--- src/rtl/pc_sequencer.sv ---
// Multi-cycle fetch/decode/exec/commit sequencer owning the program-counter update path.
// Computes next PC for sequential, branch, jump and jump-register flow; counts retired instructions.
module pc_sequencer #(
   parameter logic [31:0] RESET_PC = 32'h00400000,
   parameter logic [31:0] EXC_VEC  = 32'h80000180
) (
   input  logic        CLK,
   input  logic        rst,
   input  logic [31:0] pc_cur,
   output logic        imem_req,
   input  logic        imem_ack,
   input  logic [31:0] instr,
   input  logic        zero,
   input  logic [31:0] rs_data,
   input  logic        stall,
   output logic [31:0] ir,
   output logic        IRWr,
   output logic        PCWr,
   output logic [31:0] pc_next,
   output logic        exc,
   output logic [2:0]  state,
   output logic [31:0] retired
);

   typedef enum logic [2:0] {
      S_RST    = 3'd0,
      S_FETCH  = 3'd1,
      S_DECODE = 3'd2,
      S_EXEC   = 3'd3,
      S_COMMIT = 3'd4
   } state_t;

   typedef enum logic [2:0] {
      K_SEQ = 3'd0,
      K_BEQ = 3'd1,
      K_BNE = 3'd2,
      K_J   = 3'd3,
      K_JR  = 3'd4
   } kind_t;

   state_t      r_state, w_next;
   kind_t       r_kind, w_kind;
   logic        r_imem_req;
   logic        r_irwr;
   logic        r_exc;
   logic [31:0] r_ir;
   logic [31:0] r_pc_next;
   logic [31:0] r_retired;

   logic [31:0] w_seq;
   logic [31:0] w_br_off;
   logic [31:0] w_target;
   logic        w_misalign;

   assign w_seq    = pc_cur + 32'd4;
   assign w_br_off = {{14{r_ir[15]}}, r_ir[15:0], 2'b00};

   always_comb begin
      w_kind = K_SEQ;
      case (r_ir[31:26])
         6'b000100: w_kind = K_BEQ;
         6'b000101: w_kind = K_BNE;
         6'b000010,
         6'b000011: w_kind = K_J;
         6'b000000: if (r_ir[5:0] == 6'b001000) w_kind = K_JR;
         default:   w_kind = K_SEQ;
      endcase
   end

   // Target uses the kind latched in DECODE; operands are only meaningful in EXEC.
   always_comb begin
      w_target   = w_seq;
      w_misalign = 1'b0;
      case (r_kind)
         K_BEQ: w_target = zero  ? (w_seq + w_br_off) : w_seq;
         K_BNE: w_target = !zero ? (w_seq + w_br_off) : w_seq;
         K_J:   w_target = {w_seq[31:28], r_ir[25:0], 2'b00};
         K_JR: begin
            w_misalign = (rs_data[1:0] != 2'b00);
            w_target   = w_misalign ? EXC_VEC : rs_data;
         end
         default: w_target = w_seq;
      endcase
   end

   always_comb begin
      w_next = r_state;
      case (r_state)
         S_RST:    w_next = S_FETCH;
         S_FETCH:  if (imem_ack) w_next = S_DECODE;
         S_DECODE: w_next = S_EXEC;
         S_EXEC:   w_next = S_COMMIT;
         S_COMMIT: if (!stall) w_next = S_FETCH;
         default:  w_next = S_FETCH;
      endcase
   end

   always_ff @(posedge CLK) begin
      if (rst) begin
         r_state    <= S_RST;
         r_kind     <= K_SEQ;
         r_imem_req <= 1'b0;
         r_irwr     <= 1'b0;
         r_exc      <= 1'b0;
         r_ir       <= 32'd0;
         r_pc_next  <= RESET_PC;
         r_retired  <= 32'd0;
      end else begin
         r_state    <= w_next;
         // Request is registered so it rises on the first FETCH cycle.
         r_imem_req <= (w_next == S_FETCH);
         r_irwr     <= 1'b0;
         r_exc      <= 1'b0;
         case (r_state)
            S_FETCH: if (imem_ack) begin
               r_ir   <= instr;
               r_irwr <= 1'b1;
            end
            S_DECODE: r_kind <= w_kind;
            S_EXEC: begin
               r_pc_next <= w_target;
               r_exc     <= w_misalign;
            end
            S_COMMIT: if (!stall) r_retired <= r_retired + 32'd1;
            default: ;
         endcase
      end
   end

   assign imem_req = r_imem_req;
   assign IRWr     = r_irwr;
   assign exc      = r_exc;
   assign ir       = r_ir;
   assign pc_next  = r_pc_next;
   assign retired  = r_retired;
   assign state    = r_state;
   assign PCWr     = (r_state == S_COMMIT) && !stall;

endmodule
--- config.mk ---
export PLATFORM = sky130hd
export DESIGN_NAME = pc_sequencer
export DESIGN_NICKNAME = d
export VERILOG_FILES = /design/src/rtl/pc_sequencer.sv
export SDC_FILE = /design/constraint.sdc
export NUM_CORES = 1
export LEC_CHECK = 0
export CORE_MARGIN = 5
export CORE_UTILIZATION = 52
export CTS_BUF_LIST = sky130_fd_sc_hd__clkbuf_16
export DETAILED_ROUTE_END_ITERATION = 6
export GPL_TIMING_DRIVEN = 1
export HOLD_SLACK_MARGIN = 0.15
export PLACE_DENSITY = 0.95
export SYNTH_ARGS = -nofsm -noshare
export SYNTH_HDL_FRONTEND = slang
export SYNTH_SLANG_ARGS = --single-unit
--- constraint.sdc ---
create_clock -name CLK -period 8.2 [get_ports CLK]
set_input_delay 1.23 -clock CLK [delete_from_list [all_inputs] [get_ports CLK]]
set_output_delay 1.23 -clock CLK [all_outputs]
set_load 0.05 [all_outputs]
==> flow_metrics.py <==
metrics = {
    "finish": {
        "most-common-layout-cells": "clkdlybuf4s50_1, nand2_1, dfxtp_1",
        "mostFrequentLayoutCell": "clkdlybuf4s50_1",
        "final_area_sq_um": 9263,
        "area_delta_synth_final_pct": 35.59,
        "final_nets": 1203,
        "drive_gt1_share_pct": 4.860,
        "n_antenna_cell": 0,
    },
    "die": {
        "die_area_sq_um": 15530,
        "die_x_microns": 124.6,
        "core_area_sq_um": 12770,
        "start_util_pct": 53.48,
        "die_h_microns": 124.6,
        "num_io_pins": 204,
        "num_rows": 41,
    },
    "worst_setup_path": {
        "crit_slowest_cell": "clkdlybuf4s50_1",
        "crit_top_cell": "and3_1",
        "crit_path_start_kind": "primary input",
        "regToRegStartpoint": "ir[15]",
        "crit_fanout": 8,
        "reg2regPathDepth": 8,
        "worstReg2RegEnd": "pc_next[31]",
        "critPathCaptureType": "register",
        "cp_data_required_time_ps": 8510,
        "crit_type": "primary input to register",
        "path_cells": "clkdlybuf4s50_1 -> ha_1 -> and3_1 -> and3_1 -> nand2_1 -> nor2_1 -> and3_1 -> xor2_1 -> ha_1 -> a21oi_1 -> o21ai_0 -> or2_2 -> o31a_1 -> or3_1 -> nand3_1",
        "slowest_delay_ps": 570,
        "r2r_slack_ps": 4990,
        "crit_arrival_ps": 5240,
    },
    "clock_tree": {
        "postCtsHoldBufs": 0,
        "clk_pin_slew_ps": 80,
        "cts_sinks": 105,
        "cts_resized": 0,
        "cts_tree": "yes",
        "cts_buffer_depth": 2,
        "htree_num_levels": 3,
        "worstSkewPairLatency_ps": 360,
        "clockRootBuffer": "clkbuf_16",
        "cts_inserted_buffers": 9,
        "post_cts_buffers": 0,
    },
    "yosys": {
        "ys_async_sr_fraction_pct": 0,
        "yosysWarnings": 0,
        "synth_area_per_cell_sq_um": 7.702,
        "synth.net_count": 1025,
        "synth-seq-area-share_pct": 30.77,
        "synth-edff-count": 0,
        "synth_ff_type": "dfxtp_1",
        "ys_types": 74,
        "synth_cells": 887,
        "synth_seq_cells": 105,
        "syn_area_sq_um": 6832,
    },
    "placement": {
        "portBuffers": 203,
        "dpl.hpwl_mm": 18.18,
        "placedInstanceArea_sq_um": 8951,
        "gpl.final_weighted_congestion": 1.038,
    },
    "pwr": {
        "power_leakage_uw": 0.003620,
        "p_per_area_nw_per_um2": 142.0,
        "peakVddDrop_mv": 0.1118,
    },
    "grt": {
        "grt_pass1_wl_mm": 38.67,
        "grt_max_degree": 84,
        "overflow": 0,
        "antenna_found_initial": 0,
        "grt_pass1_vias": 7138,
        "grtUsageTotal_pct": 30.46,
    },
    "outcome": {
        "status": "finished, final reports clean",
    },
    "route": {
        "firstDrtPassIters": 5,
        "vias_per_cell": 6.067,
        "drt-initial-drc-count": 597,
        "wl_per_cell_microns": 19.99,
        "ant_nets": 0,
        "routed_wl_mm": 24.83,
        "dr_total_vias": 7535,
        "drc": 0,
    },
    "worst_hold_path": {
        "hp-class": "register to register",
        "hold_depth": 2,
        "worstHoldStart": "pc_next[1]",
        "holdPathEnd": "pc_next[1]",
    },
    "timing": {
        "slew_violations": 0,
        "hold_violations": 0,
        "setup_violations": 0,
        "fmaxAchievable_mhz": 202.8,
        "period_needed_ps": 4931,
        "maxSlewHeadroom_pct": 36.10,
        "rsz0062_at_grt": "no",
        "tightest_slew_ps": 957.2,
        "fin_setup_tns_ps": 0,
        "period_share_pct": 60.14,
        "fin_skew_ps": 5.703,
    },
    "job": {
        "cap_violations": 0,
    },
}
-- cells in the mapped netlist (all sizes together) (5+ instances only) --
library cell / number / share of area (%)
dfxtp: 105 / 31
xnor2: 30 / 3.8
a221oi: 25 / 3.2
xor2: 42 / 5.4
nor2b: 7 / 0.64
nor2: 97 / 5.5
a21o: 13 / 1.4
inv: 22 / 1.2
ha: 36 / 6.6
or3: 10 / 0.93
nand2: 130 / 7.1
a31oi: 7 / 0.64
nand4: 20 / 2.1
nor3: 19 / 1.6
a21oi: 87 / 6.4
clkbuf: 40 / 2.3
a221o: 15 / 2.2
nand3: 35 / 2.7
and2: 5 / 0.46
o21ai: 56 / 4.2
and3: 16 / 1.6
mux2i: 5 / 0.73
-- routing by layer --
| layer | track usage (%) | vias to the layer above | wire [microns] |
|---|---|---|---|
| met1 | 40.34 | 3545 | 10550 |
| met5 | 0 | - | 0 |
| li1 | - | 3560 | - |
| met4 | 11.03 | 0 | 651 |
| met2 | 48.44 | 381 | 11390 |
| met3 | 7.118 | 49 | 2232 |
-- kinds of logic after synthesis --
group	Yosys count	synth area share, %
and+or+nand+nor	360	25.29
adders and majority gates	37	6.886
xor gates and xnor gates	72	9.231
AOI/OAI and AO/OA	242	22.95
buffers and inverters	65	3.974
muxes	6	0.8975
DFF	105	30.77
-- critical path: cells and delay by family --
family | cells | cell delay [ps]
adder cells (fa/ha/maj) | 2 | 660
XOR/XNOR | 1 | 210
AO/OA/AOI/OAI | 3 | 650
AND/OR/NAND/NOR | 8 | 1890
buffers and inverters | 1 | 570
-- final cells by class --
type	count	area [sq um]
inverter	22	82.58
timing repair buffer	210	2079
fill	956	3511
clock buffer	9	225.2
tap	172	215.2
sequential	105	2102
clock inverter	7	86.33
multi-input combinational	717	4472
-- worst max-delay path by stage --
| stage | startpoint | to | cells after the start |
|---|---|---|---|
| after global placement | pc_cur[2] | pc_next[31] | 15 |
| after CTS | pc_cur[2] | pc_next[31] | 15 |
| final | pc_cur[2] | pc_next[31] | 15 |
| after floorplan | pc_cur[2] | pc_next[31] | 15 |
| after detailed placement | pc_cur[2] | pc_next[31] | 15 |
| after global routing | pc_cur[2] | pc_next[31] | 15 |
-- state kept, by name (all words and copies together), names as in the netlist --
register,cells
ir,32
pc_next,32
retired,32
r_kind,3
state,3
IRWr,1
exc,1
imem_req,1
-- per-stage QoR --
step                      instances  power (uW)  utilization [%]  hold slack, ps  setup WS, ps
after CTS                      1242        1311            72.51           464.6          3372
after global routing           1242        1356            72.51           468.8          3110
after global placement         1226       854.1            70.08           437.8          3116
after floorplan                 887       732.1                -           547.3          4028
final                          1242        1316            72.51           463.6          3269
after detailed placement       1226       857.7            70.08           454.0          3012
-- report_power, final --
group / switching (uW) / internal (uW) / leakage (uW) / total, uW
Sequential: 17.9 / 525 / 0.000851 / 543
Combinational: 183 / 128 / 0.00262 / 311
Clock: 220 / 243 / 0.000148 / 462
Total: 420 / 895 / 0.00362 / 1320
Note: power is estimated with default switching activity, not from simulation.
